## config.mk

```make
export PLATFORM = sky130hd
export DESIGN_NAME = lfsr16
export DESIGN_NICKNAME = d
export VERILOG_FILES = /design/src/rtl/rsff_tb_pkg.sv /design/src/rtl/rsff_stim_chk_lfsr16.sv
export SDC_FILE = /design/constraint.sdc
export NUM_CORES = 1
export LEC_CHECK = 0
export CORE_MARGIN = 1
export CORE_UTILIZATION = 48
export DETAILED_ROUTE_END_ITERATION = 12
export GPL_TIMING_DRIVEN = 0
export MAX_ROUTING_LAYER = met4
export PLACE_DENSITY_LB_ADDON = 0.25
export SLEW_MARGIN = 20
export SYNTH_ARGS = -nofsm -noshare
export SYNTH_HDL_FRONTEND = slang
export SYNTH_SLANG_ARGS = --single-unit
```

## constraint.sdc

```tcl
create_clock -name clk -period 1.6 [get_ports clk]
set_clock_uncertainty 0.1 [all_clocks]
set_input_delay 0.32 -clock clk [delete_from_list [all_inputs] [get_ports clk]]
set_output_delay 0.32 -clock clk [all_outputs]
set_load 0.01 [all_outputs]
```

## src/rtl/rsff_tb_pkg.sv

```systemverilog
// rsff_tb_pkg: shared encodings and LFSR helper for the techmap sequential stimulus/checker benches
// Provides: state_t (IDLE/INIT/RUN/DRAIN/DONE), pulse_kind_t, LFSR_TAPS, DEFAULT_SEED, lfsr_step()
package rsff_tb_pkg;

    typedef enum logic [2:0] {
        IDLE  = 3'd0,
        INIT  = 3'd1,
        RUN   = 3'd2,
        DRAIN = 3'd3,
        DONE  = 3'd4
    } state_t;

    // lfsr[5:4] on a pulse cycle; 2'b11 is a second reset code
    typedef enum logic [1:0] {
        PK_RST     = 2'b00,
        PK_SET     = 2'b01,
        PK_BOTH    = 2'b10,
        PK_RST_ALT = 2'b11
    } pulse_kind_t;

    // x^16 + x^14 + x^13 + x^11 + 1, Fibonacci, shifting left: taps on bits 15,13,12,10
    localparam logic [15:0] LFSR_TAPS    = 16'hB400;
    localparam logic [15:0] DEFAULT_SEED = 16'hACE1;

    function automatic logic [15:0] lfsr_step(input logic [15:0] v);
        return {v[14:0], ^(v & LFSR_TAPS)};
    endfunction

endpackage

```

## src/rtl/rsff_stim_chk_lfsr16.sv

```systemverilog
// lfsr16: 16-bit Fibonacci LFSR with seed reload, shared by the techmap sequential benches
// Ports: clk, reset (async, active-high), load (reseed), en (advance), value (current state)
module lfsr16 import rsff_tb_pkg::*; #(
    parameter logic [15:0] SEED = DEFAULT_SEED
) (
    input  logic        clk,
    input  logic        reset,
    input  logic        load,
    input  logic        en,
    output logic [15:0] value
);

    // the all-zero state would lock up, so it is replaced by 1
    localparam logic [15:0] START = (SEED == 16'h0000) ? 16'h0001 : SEED;

    always_ff @(posedge clk or posedge reset)
        if (reset)
            value <= START;
        else if (load)
            value <= START;
        else if (en)
            value <= lfsr_step(value);

endmodule

```

==> results.json <==
{
  "synth_cell_area_um2": 693,
  "max-cap-violations": 0,
  "cts_root_buf": "sky130_fd_sc_hd__clkbuf_4",
  "drt_wl_total_um": 1250,
  "final_min_period_over_clock_period_pct": 97.5,
  "crit_path_end_kind": "output port",
  "timing.max_slew.rel_slack_pct": 61.3,
  "design.final.nets": 83,
  "synthMostInstantiatedCell": "sky130_fd_sc_hd__mux2i_1",
  "power.leakage_nw": 0.458,
  "asyncSetResetFlopFracSynth_pct": 100,
  "synthesis.area_per_instance_um2": 12.4,
  "fin_crit_ns": 1.56,
  "grt_overflow": 0,
  "mappedNetlistNets": 60,
  "maximum_number_of_pins_on_one_net_before_global_route_repair": 17,
  "vias_per_cell": 5.03,
  "fp.coreArea_um2": 1320,
  "yosysWarningCount": 0,
  "worst-endpoint-arrival_ns": 1.14,
  "top_signal_layer_used": "met4",
  "die_height_um": 40,
  "postRouteAntennaNets": 0,
  "ir_worst_vdd_uv": 776,
  "place_congestion": 0.746,
  "worstMarginPinSlew_ns": 0.580,
  "met2_layer_wire_length_in_the_routed_design_um": 566,
  "dominantRegCellSynth": "sky130_fd_sc_hd__dfstp_2",
  "finalSetupViolCount": 0,
  "synth_enable_flop_cells": 0,
  "antenna-diode-count": 0,
  "regMostFlops": "value",
  "worst-path-buf-inv": 1,
  "worstSkewPairLatency_ns": 0.29,
  "holdWs_ns": 0.241,
  "critPathSlowestCell": "sky130_fd_sc_hd__dfstp_2",
  "drt_pre_antenna_iters": 2,
  "wl_met3_um": 48,
  "io_buffer_count": 17,
  "first_global_vias": 443,
  "hold_path.class": "input pin to register",
  "power_density_nw_per_um2": 967,
  "die_width_um": 40,
  "grt.total_usage_pct": 20.3,
  "largest_register_ff_count": 16,
  "wire_length_of_the_first_global_routing_pass_um": 1970,
  "synth_common_cells": "sky130_fd_sc_hd__mux2i_1, sky130_fd_sc_hd__dfrtp_1, sky130_fd_sc_hd__dfstp_2, sky130_fd_sc_hd__nor2_1, sky130_fd_sc_hd__nand2_1",
  "antenna_found_initial": 0,
  "wl_met1_um": 604,
  "yosysTopAreaCellShare_pct": 30.3,
  "first_iter_violations": 2,
  "setup_total_negative_slack_ns": 0,
  "number_of_clock_buffers_inserted_by_tritoncts": 3,
  "worst-endpoint-required_ns": 1.18,
  "run_status": "complete, no violations",
  "number_of_failing_hold_endpoints_at_the_final_stage": 0,
  "cell_family_with_most_cp_delay": "flip-flops",
  "timing.critical_path.fanout_max": 4,
  "via_count": 468,
  "wire_per_inst_um": 13.4,
  "route.detailed.drc": 0,
  "design.die.area_um2": 1600,
  "synth-seq-cells": 16,
  "yosysSeqAreaShare_pct": 59.2,
  "numClockSinks": 16,
  "setup.reg_to_reg.worst_slack_ns": 0.46,
  "crit_path_max_incr_delay_ns": 0.58,
  "area_growth_syn_to_layout_pct": 30.7,
  "cts.clk_slew.worst_paths_ns": 0.09,
  "ys_types": 12,
  "final_layout_size_suffix_gt1_share_pct": 20.5,
  "cts.htree.levels": 1,
  "io_pins": 20,
  "rsz_0062_raised_after_global_routing": "no",
  "placement_rows": 13,
  "regs_by_ff_count": "value (16)",
  "synthCells": 56,
  "highest_attainable_clock_frequency_mhz": 641,
  "start_util_pct": 52.6,
  "synth_top_area_cell": "sky130_fd_sc_hd__dfstp_2",
  "synthTopCellsByArea": "sky130_fd_sc_hd__dfstp_2, sky130_fd_sc_hd__dfrtp_1, sky130_fd_sc_hd__mux2i_1",
  "tritoncts": "yes",
  "crit_chain": "dlygate4sd2_1",
  "maxSlewViolCount": 0,
  "cts-root-to-sink-buffers": 2,
  "timing.setup.critical_path_class": "register to output port",
  "startpoint_type": "register"
}
==> cells by family after synthesis <==
| family | synth area share, % |
|---|---|
| multiplexers | 21.7 |
| AO/OA/AOI/OAI | 0.903 |
| flip-flops | 59.2 |
| XOR/XNOR | 3.79 |
| AND/OR/NAND/NOR | 8.84 |
| buffers and inverters | 5.59 |
==> per-stage QoR <==
| stage | cell area, um2 | worst slack [ns] | power, mW | utilization, % | std cells |
|---|---|---|---|---|---|
| detailed placement | 882 | 0.0977 | 0.634 | 67.0 | 88 |
| global placement | 882 | 0.0944 | 0.630 | 67.0 | 88 |
| global route | 906 | 0.0156 | 0.915 | 68.8 | 93 |
| finish | 906 | 0.0397 | 0.876 | 68.8 | 93 |
| floorplan | 693 | 0.503 | 0.562 | - | 56 |
| CTS | 906 | 0.0294 | 0.887 | 68.8 | 93 |
==> power by group <==
| part | internal, mW | switching, mW |
|---|---|---|
| Sequential | 0.443 | 0.0216 |
| Clock | 0.139 | 0.128 |
| Combinational | 0.0723 | 0.0717 |
==> cell type report <==
cell class / instances / area (um2)
tap: 15 / 18.8
multi-input combinational: 35 / 244
inverter: 2 / 7.51
buffer: 3 / 31.3
fill: 108 / 412
sequential: 16 / 410
clock buffer: 4 / 36.3
timing repair buffer: 18 / 158
==> cells in the final DEF (no fill, tap or decap), types with 2 or more instances in the layout <==
| cell | netlist | layout |
|---|---|---|
| sky130_fd_sc_hd__dlygate4sd2_1 | 0 | 16 |
| sky130_fd_sc_hd__mux2i_1 | 15 | 15 |
| sky130_fd_sc_hd__nor2_1 | 8 | 8 |
| sky130_fd_sc_hd__dfstp_2 | 8 | 8 |
| sky130_fd_sc_hd__dfrtp_1 | 8 | 8 |
| sky130_fd_sc_hd__nand2_1 | 7 | 7 |
| sky130_fd_sc_hd__xnor2_1 | 3 | 3 |
| sky130_fd_sc_hd__clkbuf_4 | 0 | 3 |
| sky130_fd_sc_hd__inv_1 | 2 | 2 |
==> repair_timing <==
item,CTS,global route
hold buffers,0,0
buffers inserted,1,0
gates resized for setup,16,0
endpoints found under the setup margin,16,0
==> per-layer routing <==
| metal | vias to the layer above | global-route usage (%) |
|---|---|---|
| li1 | 229 | - |
| met1 | 225 | 28.0 |
| met2 | 12 | 27.4 |
| met3 | 2 | 5.00 |
| met4 | 0 | 10.3 |
| met5 | - | - |
==> final timing paths <==
check / endpoint / depth (start not counted) / start
max in group asynchronous: value[11] / 2 / reset
min reg2reg: value[10] / 2 / value[9]
min in group asynchronous: value[4] / 2 / reset
min: value[3] / 2 / load
max: value[10] / 1 / value[10]
max reg2reg: value[0] / 3 / value[10]
Note: power is estimated with default switching activity, not from simulation.
